<file path="config.mk">
export PLATFORM = sky130hd
export DESIGN_NAME = mcycle_unit
export DESIGN_NICKNAME = d
export VERILOG_FILES = /design/src/rtl/mcycle_pkg.sv /design/src/rtl/mcycle_divider_core.sv /design/src/rtl/mcycle_unit.sv
export SDC_FILE = /design/constraint.sdc
export NUM_CORES = 1
export LEC_CHECK = 0
export BUFFER_PORTS_ARGS = -buffer_cell sky130_fd_sc_hd__buf_4
export CORE_MARGIN = 2
export CORE_UTILIZATION = 35
export DETAILED_ROUTE_END_ITERATION = 16
export GPL_ROUTABILITY_DRIVEN = 0
export MAX_ROUTING_LAYER = met4
export PLACE_DENSITY = 0.52
export SLEW_MARGIN = 5
export SYNTH_ARGS = -nofsm -noshare
export SYNTH_HDL_FRONTEND = slang
export SYNTH_SLANG_ARGS = --single-unit
</file>
<file path="constraint.sdc">
create_clock -name CLK -period 4.95 [get_ports CLK]
set_clock_uncertainty 0.1 [all_clocks]
set_input_delay 0.495 -clock CLK [delete_from_list [all_inputs] [get_ports CLK]]
set_output_delay 0.495 -clock CLK [all_outputs]
set_load 0.01 [all_outputs]
</file>
<file path="src/rtl/mcycle_pkg.sv">
// mcycle_pkg: op encodings, FSM states and default width shared by the multiply/divide unit.
package mcycle_pkg;
  localparam int WIDTH_DEF = 32;
  localparam logic [1:0] OP_SMUL = 2'b00;
  localparam logic [1:0] OP_UMUL = 2'b01;
  localparam logic [1:0] OP_SDIV = 2'b10;
  localparam logic [1:0] OP_UDIV = 2'b11;
  typedef enum logic [1:0] {IDLE, COMPUTE, DONE} state_t;
endpackage

</file>
<file path="src/rtl/mcycle_divider_core.sv">
// mcycle_divider_core: one restoring-division step on magnitudes (partial remainder/quotient in -> out).
module mcycle_divider_core
  import mcycle_pkg::*;
#(
  parameter int WIDTH = WIDTH_DEF
) (
  input  logic [WIDTH-1:0] rem_in,
  input  logic [WIDTH-1:0] quo_in,
  input  logic [WIDTH-1:0] divisor,
  output logic [WIDTH-1:0] rem_out,
  output logic [WIDTH-1:0] quo_out
);
  logic [WIDTH:0] shifted, diff;
  logic fit;
  assign shifted = {rem_in, quo_in[WIDTH-1]};
  // rem_in < divisor keeps the difference below 2^WIDTH, so the top bit is a clean borrow
  assign diff    = shifted - {1'b0, divisor};
  assign fit     = ~diff[WIDTH];
  assign rem_out = fit ? diff[WIDTH-1:0] : shifted[WIDTH-1:0];
  assign quo_out = {quo_in[WIDTH-2:0], fit};
endmodule

</file>
<file path="src/rtl/mcycle_unit.sv">
// mcycle_unit: multi-cycle signed/unsigned multiply and divide; divide datapath is built only
// when MCYCLE_DIV_EN is defined, otherwise divide ops complete in one cycle with zero results.
module mcycle_unit
  import mcycle_pkg::*;
#(
  parameter int WIDTH = WIDTH_DEF
) (
  input  logic             CLK,
  input  logic             RESET,
  input  logic             Start,
  input  logic [1:0]       MCycleOp,
  input  logic [WIDTH-1:0] Operand1,
  input  logic [WIDTH-1:0] Operand2,
  output logic [WIDTH-1:0] Result1,
  output logic [WIDTH-1:0] Result2,
  output logic             Busy,
  output logic             Done
);
  localparam int CW = $clog2(WIDTH) + 1;
  state_t state, state_n;
  logic [CW-1:0] cnt;
  logic [WIDTH-1:0] hi, lo, mcand, hi_n, lo_n, res1_n, res2_n, mag1, mag2;
  logic [WIDTH:0] sum;
  logic [2*WIDTH-1:0] prod, prod_c;
  logic s1, s2, sg1, sg2, accept, last, skip;
  assign sg1    = ~MCycleOp[0] & Operand1[WIDTH-1];
  assign sg2    = ~MCycleOp[0] & Operand2[WIDTH-1];
  assign mag1   = sg1 ? -Operand1 : Operand1;
  assign mag2   = sg2 ? -Operand2 : Operand2;
  assign accept = state != COMPUTE && Start && !RESET;
  assign last   = state == COMPUTE && cnt == CW'(WIDTH - 1);
  // hi:lo doubles as product accumulator (multiply) and remainder:quotient (divide)
  assign sum    = {1'b0, hi} + (lo[0] ? {1'b0, mcand} : '0);
  assign prod   = {sum, lo[WIDTH-1:1]};
  assign prod_c = (s1 ^ s2) ? -{hi_n, lo_n} : {hi_n, lo_n};
`ifdef MCYCLE_DIV_EN
  logic div_q;
  logic [WIDTH-1:0] op1_q, drem, dquo;
  mcycle_divider_core #(.WIDTH(WIDTH)) u_div (
    .rem_in (hi),
    .quo_in (lo),
    .divisor(mcand),
    .rem_out(drem),
    .quo_out(dquo)
  );
  assign skip   = 1'b0;
  assign hi_n   = div_q ? drem : prod[2*WIDTH-1:WIDTH];
  assign lo_n   = div_q ? dquo : prod[WIDTH-1:0];
  assign res1_n = !div_q ? prod_c[WIDTH-1:0] : mcand == '0 ? '1 : (s1 ^ s2) ? -lo_n : lo_n;
  assign res2_n = !div_q ? prod_c[2*WIDTH-1:WIDTH] : mcand == '0 ? op1_q : s1 ? -hi_n : hi_n;
  always_ff @(posedge CLK) begin
    if (accept) begin
      div_q <= MCycleOp[1];
      op1_q <= Operand1;
    end
  end
`else
  assign skip   = MCycleOp[1];
  assign hi_n   = prod[2*WIDTH-1:WIDTH];
  assign lo_n   = prod[WIDTH-1:0];
  assign res1_n = prod_c[WIDTH-1:0];
  assign res2_n = prod_c[2*WIDTH-1:WIDTH];
`endif
  always_ff @(posedge CLK) begin
    if (RESET) state <= IDLE;
    else state <= state_n;
  end
  always_comb begin
    state_n = RESET ? IDLE : (state == COMPUTE) ? (last ? DONE : COMPUTE) :
              Start ? (skip ? DONE : COMPUTE) : IDLE;
  end
  always_comb begin
    Busy = accept || (state == COMPUTE && !RESET);
    Done = state == DONE;
  end
  always_ff @(posedge CLK) begin
    if (RESET) begin
      cnt     <= '0;
      hi      <= '0;
      lo      <= '0;
      mcand   <= '0;
      s1      <= 1'b0;
      s2      <= 1'b0;
      Result1 <= '0;
      Result2 <= '0;
    end else if (accept) begin
      cnt   <= '0;
      hi    <= '0;
      lo    <= MCycleOp[1] ? mag1 : mag2;
      mcand <= MCycleOp[1] ? mag2 : mag1;
      s1    <= sg1;
      s2    <= sg2;
      if (skip) begin
        Result1 <= '0;
        Result2 <= '0;
      end
    end else if (state == COMPUTE) begin
      cnt <= cnt + 1'b1;
      hi  <= hi_n;
      lo  <= lo_n;
      if (last) begin
        Result1 <= res1_n;
        Result2 <= res2_n;
      end
    end
  end
endmodule

</file>
==> qor.csv <==
stage;metric;value;unit
final_layout;num-nets-final;1693;
job;cap_violations;0;
cts;cts_made_buffers;17;
power;p_clk_share;38.8;%
global_route;grt_max_degree;72;
timing;max_slew.worst_pin.slew;1.10;ns
die;dieArea;33700;um^2
synth;syn_area_per_cell;7.49;um^2
worst_setup_path;path_class;reg2reg;
cts;root_buffer;clkbuf_16;
die;fp.dieW;183;um
die;die_y;183;um
worst_hold_path;hp-start;Result2[29]$_SDFFE_PP0P_;
synth;yosysSeqAreaShare;30.2;%
global_route;grt.overflow.total;0;
timing;fin_crit_sh;89.9;%
final_layout;layout_common_cells;201 x nand2_1, 185 x nor2_1, 170 x dfxtp_1;
worst_setup_path;worstPathCellList;buf_4 > and2_1 > ha_1 > and3_1 > nand4_1 > nor4_1 > nor2_1 > xnor2_1 > or4_4 > or4_4 > o31ai_2 > xor2_1 > o21ai_1;
placed_design;place_ws;0.588;ns
final_layout;final_common_cell;nand2_1;
power;finalPower;3530;uW
drt;firstDrtPassIters;6;
cts;ctsResizeCount;0;
power;p_sw_share;31.4;%
timing;max_freq;225;MHz
synth;yosys_warnings;0;
placed_design;placement.io_buffers;134;
drt;vias;10800;
cts;cts-hold-fix-buffers;0;
drt;drtIter0Drc;1038;
timing;rsz0062_at_grt;no;
die;initial_core_util;35.6;%
final_layout;diodes;0;
timing;fin_crit;4.45;ns
timing;hold_viol;0;
timing;post-route-worst-setup-slack;0.500;ns
worst_setup_path;critPathRequiredTime;5.16;ns
placed_design;dp_hpwl;27.9;mm
final_layout;synthToLayoutAreaGrowth;16.9;%
power;p_leak;0.00523;uW
worst_setup_path;max_stage_delay;0.62;ns
worst_setup_path;rr_startpoint;lo[0]$_SDFFE_PP0P_;
synth;synth.top_cell.area_share;30.2;%
synth;synth_area_leaders;dfxtp_1 30%, a21oi_1 6.9%, nand2_1 6.7%;
cts;clock_latency;0.45;ns
timing;final.setup.tns;0;ns
synth;synth_area;11300;um^2
synth;synthArstFlopShare;0;%
synth;syn_nets;1611;
die;io-pin-count;135;
worst_setup_path;endpoint_kind;register;
worst_hold_path;min_path_type;reg2reg;
worst_setup_path;cpMostUsedCell;or4_4;
power;internal_power;2430;uW
die;core;31600;um^2
cts;cts_tree;done;
worst_setup_path;worstPathMaxFanout;30;
cts;htree_levels;4;
power;switchingPower;1110;uW
global_route;grt_usage;22.1;%
synth;synth_enable_flop_cells;0;
status;status;completed;
synth;synth-seq-cells;170;
synth;synth_ff_type;dfxtp_1;
final_layout;drive_gt1_share;13.8;%
drt;antenna_left;0;
worst_setup_path;r2r_cells;13;
cts;clkSlewWorstSetupHoldPaths;0.07;ns
power;combPwrFrac;19.0;%
synth;syn_inst;1505;
synth;ys_types;80;
timing;drv_slew;0;
global_route;grt_pass1_vias;9631;
cts;cts_max_path_buffers;2;
cts;cts.sinks;170;
global_route;grt_pass1_wl;56.2;mm
worst_setup_path;worstReg2RegEnd;Result2[25]$_SDFFE_PP0P_;
die;rows;65;
worst_setup_path;reg2reg_slack;0.50;ns
worst_setup_path;slowest_stage;nor4_1;
cts;postCtsSetupRepairBufs;0;
power;power-per-cell-area;268;nW/um^2
drt;routed_via_density;5.41;
worst_setup_path;start_kind;register;
synth;yosys.area.top_type;dfxtp_1;
drt;routed_wl;36.4;mm
timing;setup_violations;0;
timing;max_slew_margin;26.2;%
global_route;antenna_found_initial;1;
drt;wl_per_cell;18.2;um
worst_hold_path;min_to;Result2[29]$_SDFFE_PP0P_;
power;vdd_drop_max;0.250;mV
worst_setup_path;crit_arrival;4.66;ns
power;pwr-share-seq;42.2;%
worst_hold_path;min_path_cells;2;
drt;route.detailed.drc;0;
layout make-up:
class,instances,area [um^2]
repair buffers,156,1170
clock buffers,19,433
flip-flops and latches,170,3400
fillers,3270,18500
multi-input cells,1218,7430
well taps,402,503
clock inverters,12,141
inverters,24,90.1
sequential cells by signal, summed over array words and instances (netlist names):
signal and count:
cnt 6, s2 1, state 2, s1 1
lo 32, mcand 32, Result2 32, hi 32
Result1 32
per-stage QoR:
step	utilization [%]	cells	hold slack, ns	cell area (um^2)
floorplan	-	1505	0.317	11300
global placement	39.8	1970	0.335	12600
detailed placement	39.8	1970	0.341	12600
CTS	41.6	2001	0.349	13200
global route	41.6	2001	0.373	13200
finish	41.6	2001	0.347	13200
cells by family (layout without fill, tap and decap cells):
family | after synthesis | count (layout) | synth area share [%]
XOR/XNOR | 151 | 151 | 11.8
AND/OR/NAND/NOR | 561 | 561 | 23.4
flip-flops | 170 | 170 | 30.2
buffers and inverters | 117 | 211 | 4.35
multiplexers | 28 | 28 | 2.49
AO/OA/AOI/OAI | 441 | 441 | 23.6
adder cells (fa/ha/maj) | 37 | 37 | 4.17
how the worst max path moves through the flow:
stage / to / start / cells past startpoint / slack, ns
after floorplan: Result2[25]$_SDFFE_PP0P_ / lo[0]$_SDFFE_PP0P_ / 14 / 0.82
after global placement: Result2[25]$_SDFFE_PP0P_ / lo[0]$_SDFFE_PP0P_ / 15 / 0.63
after detailed placement: Result2[26]$_SDFFE_PP0P_ / lo[0]$_SDFFE_PP0P_ / 16 / 0.59
after CTS: Result2[26]$_SDFFE_PP0P_ / lo[0]$_SDFFE_PP0P_ / 15 / 0.56
after global routing: Result2[28]$_SDFFE_PP0P_ / lo[0]$_SDFFE_PP0P_ / 15 / 0.02
final: Result2[25]$_SDFFE_PP0P_ / lo[0]$_SDFFE_PP0P_ / 13 / 0.50
power by group through the flow:
stage               clock [uW]  sequential [uW]  combinational, uW
floorplan                    0             1490                457
global placement             0             1520                662
detailed placement           0             1520                665
CTS                       1390             1490                669
global route              1460             1500                737
finish                    1370             1490                671
critical path: cells and delay by family (launching register included):
| kind | cells | cell delay (ns) |
|---|---|---|
| buf+inv | 1 | 0.21 |
| compound gates | 2 | 0.29 |
| fa+ha+maj | 1 | 0.46 |
| xor+xnor | 2 | 0.41 |
| flops | 1 | 0.33 |
| simple gates | 7 | 2.51 |
layer usage:
layer  GRT usage (%)  wire, um
met1            32.9     18700
met2            31.1     15200
met3            2.97      1880
met4            5.34       548
met5               -         0
synthesized netlist by cell type (27+ instances only):
library cell,number
a21oi_1,155
mux2i_1,28
xor2_1,68
nor2_1,185
dfxtp_1,170
clkbuf_1,72
nor3_1,27
a211oi_1,60
and2_1,35
nand2_1,201
o21ai_0,114
xnor2_1,82
ha_1,36
Note: power is estimated with default switching activity, not from simulation.
